<file path="src/rtl/ogr_job_sequencer_pkg.sv">
// -----------------------------------------------------------------------------
// ogr_job_sequencer_pkg
// Shared definitions for the Golomb-ruler job sequencer:
//   - seq_state_t : sequencer FSM states (IDLE=0, HOLD=1, RUN=2, REPORT=3)
//   - JOB_VEC_W   : packed mark-vector width for the default geometry
//   - job_vec_w() : packed mark-vector width for any geometry
//   - cnt_w()     : width of the shared HOLD/RUN cycle counter
// -----------------------------------------------------------------------------
package ogr_job_sequencer_pkg;

    localparam int DEF_NUM_MARKS = 6;
    localparam int DEF_POS_W     = 9;
    localparam int JOB_VEC_W     = DEF_NUM_MARKS * DEF_POS_W;

    typedef enum logic [1:0] {
        ST_IDLE   = 2'd0,
        ST_HOLD   = 2'd1,
        ST_RUN    = 2'd2,
        ST_REPORT = 2'd3
    } seq_state_t;

    function automatic int job_vec_w(input int num_marks, input int pos_w);
        return num_marks * pos_w;
    endfunction

    // One counter serves both the reset hold and the run timeout, so it is
    // sized for the larger of the two load values (N-1 fits in clog2(N) bits).
    // Never narrower than one bit, so a 1-cycle/1-cycle build still elaborates.
    function automatic int cnt_w(input int reset_cycles, input int timeout_cycles);
        int a;
        int b;
        int w;
        a = $clog2(reset_cycles);
        b = $clog2(timeout_cycles);
        w = (a > b) ? a : b;
        if (w < 1) begin
            w = 1;
        end
        return w;
    endfunction

endpackage

</file>
<file path="src/rtl/ogr_job_sequencer_result_capture.sv">
// -----------------------------------------------------------------------------
// ogr_result_capture
// Register slice for one result record plus its valid/ready flag.
// A load pulse captures all fields and raises o_valid; the fields then hold
// until the next load, and o_valid drops the cycle after i_ready is seen.
// Ports:
//   clock, reset       system clock, synchronous active-low reset
//   i_load             capture the i_* fields this cycle
//   i_job_id           id of the job being reported
//   i_num_results      result count from the assembly
//   i_marks            mark vector from the assembly
//   i_timeout          record is the product of a timeout abort
//   i_ready            host consumes the record
//   o_valid            record available
//   o_job_id, o_num_results, o_marks, o_timeout   captured fields
// -----------------------------------------------------------------------------
module ogr_result_capture
    import ogr_job_sequencer_pkg::*;
#(
    parameter int VEC_W = JOB_VEC_W,
    parameter int CNT_W = 6,
    parameter int ID_W  = 16
) (
    input  logic             clock,
    input  logic             reset,
    input  logic             i_load,
    input  logic [ID_W-1:0]  i_job_id,
    input  logic [CNT_W-1:0] i_num_results,
    input  logic [VEC_W-1:0] i_marks,
    input  logic             i_timeout,
    input  logic             i_ready,
    output logic             o_valid,
    output logic [ID_W-1:0]  o_job_id,
    output logic [CNT_W-1:0] o_num_results,
    output logic [VEC_W-1:0] o_marks,
    output logic             o_timeout
);

    logic             r_valid;
    logic [ID_W-1:0]  r_job_id;
    logic [CNT_W-1:0] r_num_results;
    logic [VEC_W-1:0] r_marks;
    logic             r_timeout;

    always_ff @(posedge clock) begin
        if (!reset) begin
            r_valid       <= 1'b0;
            r_job_id      <= '0;
            r_num_results <= '0;
            r_marks       <= '0;
            r_timeout     <= 1'b0;
        end else begin
            if (i_load) begin
                r_valid       <= 1'b1;
                r_job_id      <= i_job_id;
                r_num_results <= i_num_results;
                r_marks       <= i_marks;
                r_timeout     <= i_timeout;
            end else if (r_valid && i_ready) begin
                // Fields are left untouched: only the flag retires.
                r_valid <= 1'b0;
            end
        end
    end

    assign o_valid       = r_valid;
    assign o_job_id      = r_job_id;
    assign o_num_results = r_num_results;
    assign o_marks       = r_marks;
    assign o_timeout     = r_timeout;

endmodule

</file>
<file path="src/rtl/ogr_job_sequencer.sv">
// -----------------------------------------------------------------------------
// ogr_job_sequencer
// Drives the Golomb-ruler search assembly on behalf of a host: accepts a job
// (preset start marks), holds the assembly in reset for RESET_CYCLES, lets it
// run until ruler_done or TIMEOUT_CYCLES expire, then hands back a result
// record. FSM: IDLE -> HOLD -> RUN -> REPORT -> IDLE.
// Ports:
//   clock, reset                system clock, synchronous active-low reset
//   job_valid/job_ready         job handshake (ready only in IDLE)
//   job_firstvalues             preset marks, m[0] in the MSBs
//   ruler_reset                 active-high reset to the assembly
//   ruler_firstvalues           registered copy of the accepted job vector
//   ruler_done                  assembly finished (sampled in RUN only)
//   ruler_num_results           assembly result counter
//   ruler_marks                 assembly current marks
//   res_valid/res_ready         result handshake
//   res_job_id, res_num_results, res_marks, res_timeout   result record
//   busy                        state is not IDLE
//   jobs_done                   records consumed by the host (wraps)
// All outputs are registers or decodes of the state register.
// -----------------------------------------------------------------------------
module ogr_job_sequencer
    import ogr_job_sequencer_pkg::*;
#(
    parameter int NUM_MARKS      = 6,
    parameter int POS_W          = 9,
    parameter int CNT_W          = 6,
    parameter int RESET_CYCLES   = 3000,
    parameter int TIMEOUT_CYCLES = 2000000,
    parameter int ID_W           = 16
) (
    input  logic                       clock,
    input  logic                       reset,
    input  logic                       job_valid,
    output logic                       job_ready,
    input  logic [NUM_MARKS*POS_W-1:0] job_firstvalues,
    output logic                       ruler_reset,
    output logic [NUM_MARKS*POS_W-1:0] ruler_firstvalues,
    input  logic                       ruler_done,
    input  logic [CNT_W-1:0]           ruler_num_results,
    input  logic [NUM_MARKS*POS_W-1:0] ruler_marks,
    output logic                       res_valid,
    input  logic                       res_ready,
    output logic [ID_W-1:0]            res_job_id,
    output logic [CNT_W-1:0]           res_num_results,
    output logic [NUM_MARKS*POS_W-1:0] res_marks,
    output logic                       res_timeout,
    output logic                       busy,
    output logic [ID_W-1:0]            jobs_done
);

    localparam int VEC_W = job_vec_w(NUM_MARKS, POS_W);
    localparam int CW    = cnt_w(RESET_CYCLES, TIMEOUT_CYCLES);

    localparam logic [CW-1:0] HOLD_LOAD = CW'(RESET_CYCLES - 1);
    localparam logic [CW-1:0] RUN_LOAD  = CW'(TIMEOUT_CYCLES - 1);

    seq_state_t       r_state;
    seq_state_t       w_next_state;
    logic [CW-1:0]    r_cnt;
    logic [CW-1:0]    w_cnt_next;
    logic             r_job_ready;
    logic [VEC_W-1:0] r_firstvalues;
    logic [ID_W-1:0]  r_next_id;
    logic [ID_W-1:0]  r_jobs_done;

    logic             w_accept;
    logic             w_consume;
    logic             w_capture;
    logic             w_cap_timeout;
    logic             w_res_valid;

    assign w_accept  = r_job_ready && job_valid;
    assign w_consume = w_res_valid && res_ready;

    always_comb begin
        w_next_state  = r_state;
        w_cnt_next    = r_cnt;
        w_capture     = 1'b0;
        w_cap_timeout = 1'b0;
        case (r_state)
            ST_IDLE: begin
                if (w_accept) begin
                    w_next_state = ST_HOLD;
                    w_cnt_next   = HOLD_LOAD;
                end
            end
            ST_HOLD: begin
                // ruler_done is deliberately not looked at while the
                // assembly is still being held in reset.
                if (r_cnt == '0) begin
                    w_next_state = ST_RUN;
                    w_cnt_next   = RUN_LOAD;
                end else begin
                    w_cnt_next = r_cnt - CW'(1);
                end
            end
            ST_RUN: begin
                // done is tested first so that a finish on the very last
                // allowed cycle is reported as a genuine result.
                if (ruler_done) begin
                    w_capture     = 1'b1;
                    w_cap_timeout = 1'b0;
                    w_next_state  = ST_REPORT;
                end else if (r_cnt == '0) begin
                    w_capture     = 1'b1;
                    w_cap_timeout = 1'b1;
                    w_next_state  = ST_REPORT;
                end else begin
                    w_cnt_next = r_cnt - CW'(1);
                end
            end
            ST_REPORT: begin
                if (w_consume) begin
                    w_next_state = ST_IDLE;
                end
            end
            default: begin
                w_next_state = ST_IDLE;
            end
        endcase
    end

    always_ff @(posedge clock) begin
        if (!reset) begin
            r_state       <= ST_IDLE;
            r_cnt         <= '0;
            r_job_ready   <= 1'b0;
            r_firstvalues <= '0;
            r_next_id     <= '0;
            r_jobs_done   <= '0;
        end else begin
            r_state     <= w_next_state;
            r_cnt       <= w_cnt_next;
            // Registered so ready is low on the first cycle out of reset and
            // otherwise mirrors "state is IDLE".
            r_job_ready <= (w_next_state == ST_IDLE);
            if (w_accept) begin
                r_firstvalues <= job_firstvalues;
            end
            if (w_consume) begin
                r_next_id   <= r_next_id + ID_W'(1);
                r_jobs_done <= r_jobs_done + ID_W'(1);
            end
        end
    end

    // The running job keeps r_next_id until its record is consumed, so it
    // is also the id stamped into the record.
    ogr_result_capture #(
        .VEC_W (VEC_W),
        .CNT_W (CNT_W),
        .ID_W  (ID_W)
    ) u_capture (
        .clock         (clock),
        .reset         (reset),
        .i_load        (w_capture),
        .i_job_id      (r_next_id),
        .i_num_results (ruler_num_results),
        .i_marks       (ruler_marks),
        .i_timeout     (w_cap_timeout),
        .i_ready       (res_ready),
        .o_valid       (w_res_valid),
        .o_job_id      (res_job_id),
        .o_num_results (res_num_results),
        .o_marks       (res_marks),
        .o_timeout     (res_timeout)
    );

    assign res_valid         = w_res_valid;
    assign job_ready         = r_job_ready;
    assign ruler_reset       = (r_state != ST_RUN);
    assign busy              = (r_state != ST_IDLE);
    assign ruler_firstvalues = r_firstvalues;
    assign jobs_done         = r_jobs_done;

endmodule

</file>
<file path="config.mk">
export PLATFORM = sky130hd
export DESIGN_NAME = ogr_job_sequencer
export DESIGN_NICKNAME = d
export VERILOG_FILES = /design/src/rtl/ogr_job_sequencer_pkg.sv /design/src/rtl/ogr_job_sequencer_result_capture.sv /design/src/rtl/ogr_job_sequencer.sv
export SDC_FILE = /design/constraint.sdc
export NUM_CORES = 1
export LEC_CHECK = 0
export ABC_AREA = 1
export CORE_MARGIN = 2
export CORE_UTILIZATION = 45
export DETAILED_ROUTE_END_ITERATION = 8
export PLACE_DENSITY_LB_ADDON = 0.2
export REMOVE_ABC_BUFFERS = 1
export SYNTH_ARGS = -nofsm -noshare
export SYNTH_HDL_FRONTEND = slang
export SYNTH_SLANG_ARGS = --single-unit
</file>
<file path="constraint.sdc">
create_clock -name clock -period 2.3 [get_ports clock]
set_clock_uncertainty 0.15 [all_clocks]
set_input_delay 0.345 -clock clock [delete_from_list [all_inputs] [get_ports clock]]
set_output_delay 0.345 -clock clock [all_outputs]
set_load 0.02 [all_outputs]
</file>
==> qor.txt, run 1 <==
status -> complete, no violations
final wirelength -> 21300 um
Detail Route Antenna Nets -> 0
drt first pass iters -> 4
die span in y -> 135 um
crit path max fanout -> 9
top_reg_cell synth -> dfxtp_1
Max Cap Viol -> 0
Hold Buf Count CTS -> 0
worst hold path type -> input port to flop
Die X -> 135 um
Final Max Slew Viols -> 0
Vias -> 7598
syn_area_per_cell -> 7.25 um2
CTS tree -> built
sequential cell area -> 0.00376 mm2
H-tree depth -> 4
Util after Layout -> 67.3%
# IOs -> 270
WS Path Type -> flop to flop
Gate power share -> 29.4%
PnR worst setup slack -> 231 ps
nets -> 1451
unrepaired setup endpoints after global routing -> no
slowest stage delay, CP -> 420 ps
Global Route Usage Sum -> 23.6%
Netlist Area Pre-Place -> 0.00773 mm2
PortBufs -> 269
# fillers -> 1457
max frequency -> 483 MHz
Clock Power Share -> 32.3%
worst skew pair latency -> 430 ps
Clock Sinks -> 188
clk slew on worst S/H paths -> 70 ps
CP required -> 2510 ps
Warnings, synthesis -> 0
area of the multi-input gates -> 0.00342 mm2
WL/cell -> 13.7 um
Num CTS Buffers -> 17
Final setup viols -> 0
Critical Path Slowest Stage Cell -> dfxtp_1
initial antenna violation count -> 1
Finished Layout Cells -> 1556
Core Area -> 0.0167 mm2
Yosys top cell by area -> dfxtp_1
pre-CTS setup slack -> 81.7 ps
Worst setup SP type -> flop
Clock Root Buffer -> clkbuf_16
vias in the first global route -> 7027
CP cell instances -> inv_1 -> ha_1 -> nor2_1 -> clkinv_1 -> nor2_1 -> nand2_1 -> nand3_1 -> nand2_1 -> a21oi_1
WHS -> 293 ps
largest net degree at the start of global routing -> 156
post-route minimum period -> 2070 ps
DRC viols -> 0
first-pass GRT wire length -> 34500 um
setup TNS -> 0 ps
Pleak -> 4.43 nW
share of layout cells above drive strength 1 -> 5.62%
Reg power frac -> 38.3%
Tot Pwr -> 9.76 mW
Rel. slew slack -> 58.2%
total gr overflow -> 0
maximum vdd drop -> 0.546 mV
CP arrival -> 2270 ps
post-DR vias/cell -> 4.88
sequential fraction of the synthesis area -> 48.7%
CP endpoint kind -> flop
RePlAce Congestion -> 0.832
placed cell areas -> 0.0106 mm2
Post-synth EDFFs -> 0
switch share -> 32.5%
CTS Buffer Depth -> 2
initial DRC count -> 465
crit share post-route -> 90.0%
Pint -> 6.59 mW
Placed Cells -> 1523
Unique masters post-synth -> 36
final instance area -> 0.0112 mm2
Initial Utilization -> 46.3%
Fin. Hold Viols -> 0
area grow syn2layout -> 45.4%
largest cells by area after synthesis -> dfxtp_1, nor2_1, o21ai_0
row cnt -> 47
Worst Tran Pin Value -> 627 ps
top-area cell type share of the netlist area -> 48.7%
Syn Inst Count -> 1066
Die ar. -> 0.0182 mm2
HPWL after DPL -> 14800 um
P_sw -> 3.18 mW
Synth Register Bits -> 188
Cell Pwr Density -> 869 mW/mm2
share of flip-flops with an asynchronous set or reset -> 0%
## metal layers
layer	part of all wire, %	wire [um]	vias to the layer above	global-route usage, %
met5	0	0	-	0
met4	2.7	571	0	10.0
met3	8.4	1800	32	7.55
met2	48	10100	228	40.1
met1	41	8820	3426	27.5
li1	-	-	3912	-
## Yosys cell counts (3+ instances only)
master / instances
nand3_1: 28
a211oi_2: 5
buf_2: 6
inv_2: 3
a21oi_1: 42
nor3_1: 5
xor2_1: 6
o21ai_0: 123
buf_4: 3
nor2_1: 336
inv_1: 68
nor2_2: 6
nand2_1: 134
ha_1: 10
buf_6: 8
o21ai_1: 21
clkbuf_1: 32
dfxtp_1: 188
nand2_2: 4
a211oi_1: 4
nand4_1: 13
o21a_1: 4
## layout make-up
cell class / count / share of cell area [%]
Multi-Input combinational cell: 755 / 30.4
Clock buffer: 21 / 4.01
Clock inverter: 11 / 1.60
Sequential cell: 188 / 33.5
Antenna cell: 1 / 0.0223
Inverter: 73 / 2.48
Timing Repair Buffer: 287 / 25.5
Tap cell: 220 / 2.45
## kinds of logic (layout without fill, tap and decap cells)
| family | after synthesis | after routing | synth area share, % |
|---|---|---|---|
| AO/OA/AOI/OAI | 201 | 201 | 13.8 |
| XOR/XNOR | 7 | 7 | 0.793 |
| adder cells (fa/ha/maj) | 10 | 10 | 1.62 |
| buffers and inverters | 123 | 392 | 7.06 |
| flip-flops | 188 | 188 | 48.7 |
| other | 0 | 1 | 0 |
| AND/OR/NAND/NOR | 537 | 537 | 28.0 |
## flip-flops by register name (all words and copies together) (netlist names)
register and count:
job_ready 1, jobs_done 16, r_cnt 21, r_next_id 16, r_state 2, ruler_firstvalues 54
u_capture.o_job_id 16, u_capture.o_marks 54, u_capture.o_num_results 6, u_capture.o_timeout 1, u_capture.o_valid 1
## worst paths after layout
kind | slack (ps) | cells past startpoint | endpoint | start
worst max-delay path | 230 | 9 | job_ready | r_state[0]
worst min-delay path | 290 | 3 | jobs_done[13] | reset
worst max register to register | 230 | 9 | job_ready | r_state[0]
worst min register to register | 330 | 2 | ruler_firstvalues[9] | ruler_firstvalues[9]
## what timing repair did
item	CTS	global route
setup endpoints to repair	2	1
resized for setup	2	2
setup buffers	0	0
hold endpoints to repair	0	0
cloned	0	0
## worst max-delay path, delay by kind of cell (launching register included)
| kind | cells | cell delay [ps] |
|---|---|---|
| AOI/OAI and AO/OA | 1 | 120 |
| buffers and inverters | 2 | 430 |
| adders and majority gates | 1 | 290 |
| DFF | 1 | 420 |
| and+or+nand+nor | 5 | 590 |
## layout by cell type (no fill, tap or decap), types with 4 or more instances in the layout
cell type        netlist  layout
buf_12                 0       4
buf_4                  3      15
nand4_1               13      13
clkbuf_16              0      17
clkdlybuf4s50_1        0     266
nor2_1               336     336
o21a_1                 4       4
nor2_2                 6       6
inv_6                  0       4
dfxtp_1              188     188
bufinv_16              0       4
a211oi_1               4       4
ha_1                  10      10
o21ai_1               21      21
nand2_1              134     134
a21oi_1               42      42
xor2_1                 6       6
o21ai_0              123     123
a211oi_2               5       5
inv_1                 68      68
nor3_1                 5       5
nand2_2                4       4
nand3_1               28      28
## power by group through the flow
stage | sequential [mW] | combinational (mW) | clock, mW
after floorplan | 4.05 | 1.48 | 0
after global placement | 3.80 | 2.82 | 0
after detailed placement | 3.81 | 2.86 | 0
after CTS | 3.74 | 2.88 | 3.20
after global routing | 3.77 | 3.22 | 3.34
final | 3.74 | 2.87 | 3.15
No activity file was read; power rests on OpenSTA's default activity.
==> run 2, diff against run 1 <==
--- a/config.mk
+++ b/config.mk
@@ -7,9 +7,10 @@
 export LEC_CHECK = 0
 export ABC_AREA = 1
 export CORE_MARGIN = 2
-export CORE_UTILIZATION = 45
+export CORE_UTILIZATION = 60
 export DETAILED_ROUTE_END_ITERATION = 8
-export PLACE_DENSITY_LB_ADDON = 0.2
+export DONT_BUFFER_PORTS = 1
+export PLACE_DENSITY = 0.77
 export REMOVE_ABC_BUFFERS = 1
 export SYNTH_ARGS = -nofsm -noshare
 export SYNTH_HDL_FRONTEND = slang
==> run 2 against run 1 <==
Non-clock buffer count down 149. Via count barely moved. Setup slack lost 86 ps. Hold slack worse by 280 ps. Die area decreased by 24%. Count of clock-buffer cells in the layout down 1. Design area is 14% lower. Power down 6.7%. Sequential share of layout area rose by 5.5 points. Critical path type unchanged. Largest power group unchanged. Highest routed layer unchanged.
==> qor.txt, run 2 (synthesis results as in run 1) <==
Die ar. -> 0.0138 mm2
R2R cell count -> 8
Core Area -> 0.0126 mm2
first-pass GRT wire length -> 36300 um
PortBufs -> 0
area grow syn2layout -> 25.0%
post-DR vias/cell -> 5.60
Vias -> 7600
hold path depth -> 2
Initial Utilization -> 61.2%
post-route minimum period -> 2160 ps
CP arrival -> 2320 ps
crit path max fanout -> 5
drt first pass iters -> 5
nets -> 1302
H-tree depth -> 4
WS Path Type -> flop to flop
DRC viols -> 0
die span in y -> 117 um
placed cell areas -> 0.00782 mm2
Pleak -> 3.92 nW
Rel. slew slack -> 63.7%
initial antenna violation count -> 0
initial DRC count -> 489
Global Route Usage Sum -> 32.3%
Clock Root Buffer -> clkbuf_16
CTS tree -> built
clk slew on worst S/H paths -> 60 ps
Detail Route Antenna Nets -> 0
total gr overflow -> 0
Worst setup SP type -> flop
Clock Sinks -> 188
maximum vdd drop -> 0.552 mV
Num CTS Buffers -> 17
unrepaired setup endpoints after global routing -> no
sequential cell area -> 0.00377 mm2
Finished Layout Cells -> 1358
commonest non-fill, non-tap cells in the layout -> nor2_1, dfxtp_1, nand2_1, o21ai_0, dlygate4sd3_1
status -> complete, no violations
Final Max Slew Viols -> 0
CP endpoint kind -> flop
crit share post-route -> 93.7%
largest net degree at the start of global routing -> 126
Die X -> 117 um
max frequency -> 464 MHz
# fillers -> 864
ANT cells -> 0
worst skew pair latency -> 430 ps
RePlAce Congestion -> 0.892
Worst Tran Pin Value -> 544 ps
share of layout cells above drive strength 1 -> 6.66%
final instance area -> 0.00966 mm2
Fin. Hold Viols -> 0
row cnt -> 41
CP required -> 2460 ps
# IOs -> 270
Cell Pwr Density -> 943 mW/mm2
CTS Buffer Depth -> 2
HPWL after DPL -> 12700 um
R2R Setup Slk -> 140 ps
WL/cell -> 16.6 um
final wirelength -> 22600 um
area of the multi-input gates -> 0.00344 mm2
commonest non-fill, non-tap cell in the layout -> nor2_1
vias in the first global route -> 7436
Final setup viols -> 0
Placed Cells -> 1202
Max Cap Viol -> 0
worst hold path type -> input port to flop
## run 2: changes by cell type in the layout (fill, tap and decap cells not counted), sizes merged, moves of 2 or more
cell / delta
clkdlybuf4s50: -266
clkbuf: -2
clkinv: +3
buf: -3
bufinv: -3
dlygate4sd3: +122
## run 2: worst paths after layout
check                      from                      to
setup / recovery     r_state[0]     u_capture.o_timeout
hold / removal        res_ready            r_next_id[0]
setup reg to reg     r_state[0]     u_capture.o_timeout
hold reg to reg   r_next_id[15]  u_capture.o_job_id[15]
## run 2: critical path, cell delays in order, from the launching register on
cell and delay [ps]:
dfxtp_1 410, inv_1 120, ha_1 290, inv_1 100
buf_4 160, nor2_1 60, o21ai_0 150, a21oi_1 60
dlygate4sd3_1 550
## run 2: what timing repair did
item	in CTS	in global routing
hold endpoints to repair	155	0
buffers inserted	0	1
resized for setup	0	10
hold buffers	123	0
endpoints found under the setup margin	0	2
## run 2: final cells by class
class	instances	area share (%)
flip-flops and latches	188	39.0
multi-input cells	755	35.6
repair buffers	138	14.5
clock buffers	20	4.62
inverters	73	2.89
well taps	172	2.23
clock inverters	12	1.15
## run 2: layer usage
| metal | wire length (um) | part of all wire (%) | track usage [%] | up-vias |
|---|---|---|---|---|
| li1 | - | - | - | 3610 |
| met1 | 8390 | 37 | 34.5 | 3512 |
| met2 | 11200 | 49 | 55.7 | 378 |
| met3 | 1960 | 8.7 | 11.5 | 100 |
| met4 | 1080 | 4.8 | 17.5 | 0 |
| met5 | 0 | 0 | 0 | - |
## run 2: per-stage QoR
step | hold WS, ps | worst slack [ps] | TNS (ps) | util (%) | power (mW)
2_1_floorplan | 284 | -44.6 | -66.0 | - | 5.54
4_1_cts | 49.8 | 37.9 | 0 | 76.3 | 9.06
6_report | 17.0 | 145 | 0 | 76.6 | 9.11
3_5_place_dp | 293 | 277 | 0 | 62.0 | 6.05
5_1_grt | 10.6 | 5.36 | 0 | 76.6 | 9.59
3_3_place_gp | 286 | 356 | 0 | 62.0 | 6.00
## run 2: where the power goes
group	total, mW	leakage [nW]	internal [mW]	switching (mW)
Combinational	2.23	2.12	0.804	1.42
Sequential	4.07	1.53	3.55	0.512
Clock	2.81	0.273	1.53	1.28
Total	9.11	3.92	5.89	3.22
==> run 3, diff against run 2 <==
--- a/config.mk
+++ b/config.mk
@@ -5,7 +5,7 @@
 export SDC_FILE = /design/constraint.sdc
 export NUM_CORES = 1
 export LEC_CHECK = 0
-export ABC_AREA = 1
+export CORE_ASPECT_RATIO = 1.75
 export CORE_MARGIN = 2
 export CORE_UTILIZATION = 60
 export DETAILED_ROUTE_END_ITERATION = 8
==> run 3 against run 2 <==
Sequential power fell by 14%. Synthesized cell count fell by 11%. Final cell count fell by 1.9%. Global-route usage rose by 6.8 points. Clock power rose by 3%. Setup slack got worse by 130 ps. Sequential share of layout area fell by 4.5 points. First-iteration DRC count rose by 30%. Area after synthesis rose by 3.9%. Die area rose by 4.0%. Largest cell class is now multi-input gates. Flip-flop and latch count did not move.
==> qor.txt, run 3 <==
status -> complete, no violations
top_reg_cell synth -> dfxtp_1
commonest non-fill, non-tap cells in the layout -> nand2_1, dlygate4sd3_1, dfxtp_1, a21oi_1, mux2i_1
largest net degree at the start of global routing -> 96
Rel. slew slack -> 59.0%
share of flip-flops with an asynchronous set or reset -> 0%
HPWL after DPL -> 14600 um
Clock Sinks -> 188
CP cell instances -> inv_1 -> ha_1 -> or3b_2 -> nor4_4 -> a21oi_2 -> buf_4 -> o221a_2
Worst setup SP type -> flop
Synth Register Bits -> 188
Fin. Hold Viols -> 0
WS Path Type -> flop to flop
Unique masters post-synth -> 64
PnR worst setup slack -> 16.9 ps
H-tree depth -> 4
Clock Root Buffer -> clkbuf_16
share of layout cells above drive strength 1 -> 9.52%
area grow syn2layout -> 35.9%
drt first pass iters -> 8
CP arrival -> 2440 ps
Post-synth EDFFs -> 0
Die X -> 91.5 um
largest cells by area after synthesis -> dfxtp_1, nand2_1, mux2i_1
top-area cell type share of the netlist area -> 46.9%
CTS Buffer Depth -> 2
initial antenna violation count -> 3
Pleak -> 3.86 nW
Worst Tran Pin Value -> 615 ps
Global Route Usage Sum -> 39.1%
Syn Inst Count -> 952
Core Area -> 0.0132 mm2
final wirelength -> 29400 um
delay-heaviest family, CP -> simple AND/OR/NAND/NOR gates
commonest cells in the netlist -> nand2_1, dfxtp_1, a21oi_1, mux2i_1, clkbuf_1
total gr overflow -> 0
syn_area_per_cell -> 8.44 um2
WHS -> 58.5 ps
crit share post-route -> 99.3%
CTS tree -> built
Vias -> 8231
nets -> 1271
Yosys top cell by area -> dfxtp_1
Warnings, synthesis -> 0
slowest stage delay, CP -> 500 ps
commonest non-fill, non-tap cell in the layout -> nand2_1
Num CTS Buffers -> 17
# IOs -> 270
CP endpoint kind -> flop
Detail Route Antenna Nets -> 0
most frequent cell after synthesis -> nand2_1
WL/cell -> 22.0 um
Cell Pwr Density -> 685 mW/mm2
max frequency -> 438 MHz
Initial Utilization -> 60.6%
post-DR vias/cell -> 6.18
die span in y -> 157 um
Critical Path Slowest Stage Cell -> or3b_2
DRC viols -> 0
clk slew on worst S/H paths -> 70 ps
Final Max Slew Viols -> 0
Final setup viols -> 0
Max Cap Viol -> 0
CP required -> 2460 ps
PortBufs -> 0
maximum vdd drop -> 0.554 mV
first-pass GRT wire length -> 44200 um
sequential fraction of the synthesis area -> 46.9%
Die ar. -> 0.0144 mm2
vias in the first global route -> 8285
pre-CTS setup slack -> 48.2 ps
worst hold path type -> input port to flop
Netlist Area Pre-Place -> 0.00803 mm2
worst skew pair latency -> 420 ps
crit path max fanout -> 5
combined buffer and inverter count along the critical path -> 2
row cnt -> 56
initial DRC count -> 634
RePlAce Congestion -> 0.931
post-route minimum period -> 2280 ps
## run 3: cell types whose count changed after synthesis, sizes merged, moves of 36 or more
cell and delta:
o21ai -127, nand2 +153, mux2i +77, nor2 -301
inv -52, a21oi +36
## run 3: final timing paths
check	depth (start not counted)	slack, ps	to	from
worst max-delay path	7	20	r_cnt[0]	r_cnt[0]
worst min-delay path	2	60	r_cnt[2]	reset
worst max register to register	7	20	r_cnt[0]	r_cnt[0]
worst min register to register	2	340	r_next_id[1]	r_next_id[1]
## run 3: report_power, final
part	total, mW	internal, mW	leakage [nW]	switching (mW)
clock	2.90	1.45	0.276	1.45
sequential	3.49	3.34	1.52	0.154
combinational	1.09	0.497	2.06	0.590
## run 3: layout make-up
type	instances	area, um2
antenna	3	7.51
clock buffer	18	429
clock inverter	14	150
fill	704	2330
inverter	19	71.3
multi-input combinational	682	3950
sequential	188	3760
tap	174	218
timing repair buffer	234	2320
## run 3: routing by layer
| layer | GRT usage (%) | part of all wire, % | vias to the layer above |
|---|---|---|---|
| li1 | - | - | 3596 |
| met1 | 39.3 | 33 | 3823 |
| met2 | 67.4 | 49 | 623 |
| met3 | 13.2 | 11 | 189 |
| met4 | 27.3 | 7.4 | 0 |
| met5 | 0 | 0 | - |
## run 3: timing repair
item                       4_1_cts  5_1_grt
resized for setup                0       15
setup endpoints to repair        0       23
hold buffers                   193        0
hold endpoints to repair       150        0
buffers inserted                 0        1
## run 3: per-stage QoR
step           util, %  power, mW  cell area [um2]  setup TNS, ps  instances
6_report          82.4       7.48            10900              0       1332
5_1_grt           82.4       7.67            10900           -909       1331
4_1_cts           81.9       7.37            10900              0       1328
3_5_place_dp      62.8       4.27             8320              0       1103
3_3_place_gp      62.8       4.26             8320              0       1103
2_1_floorplan        -       3.99             7730        -158570        889
## run 3: cell families after synthesis
logic type      Yosys count  synth area share [%]
compound gates          143                  11.1
buf+inv                  82                  4.63
simple gates            430                  23.8
fa+ha+maj                10                  1.56
mux                      77                  9.60
flops                   188                  46.9
xor+xnor                 22                  2.40
## run 3: worst reg2reg max path, stage by stage (launching register included)
cell	delay, ps
dfxtp_1	320
inv_1	80
ha_1	180
or3b_2	500
nor4_4	340
a21oi_2	170
buf_4	190
o221a_2	260
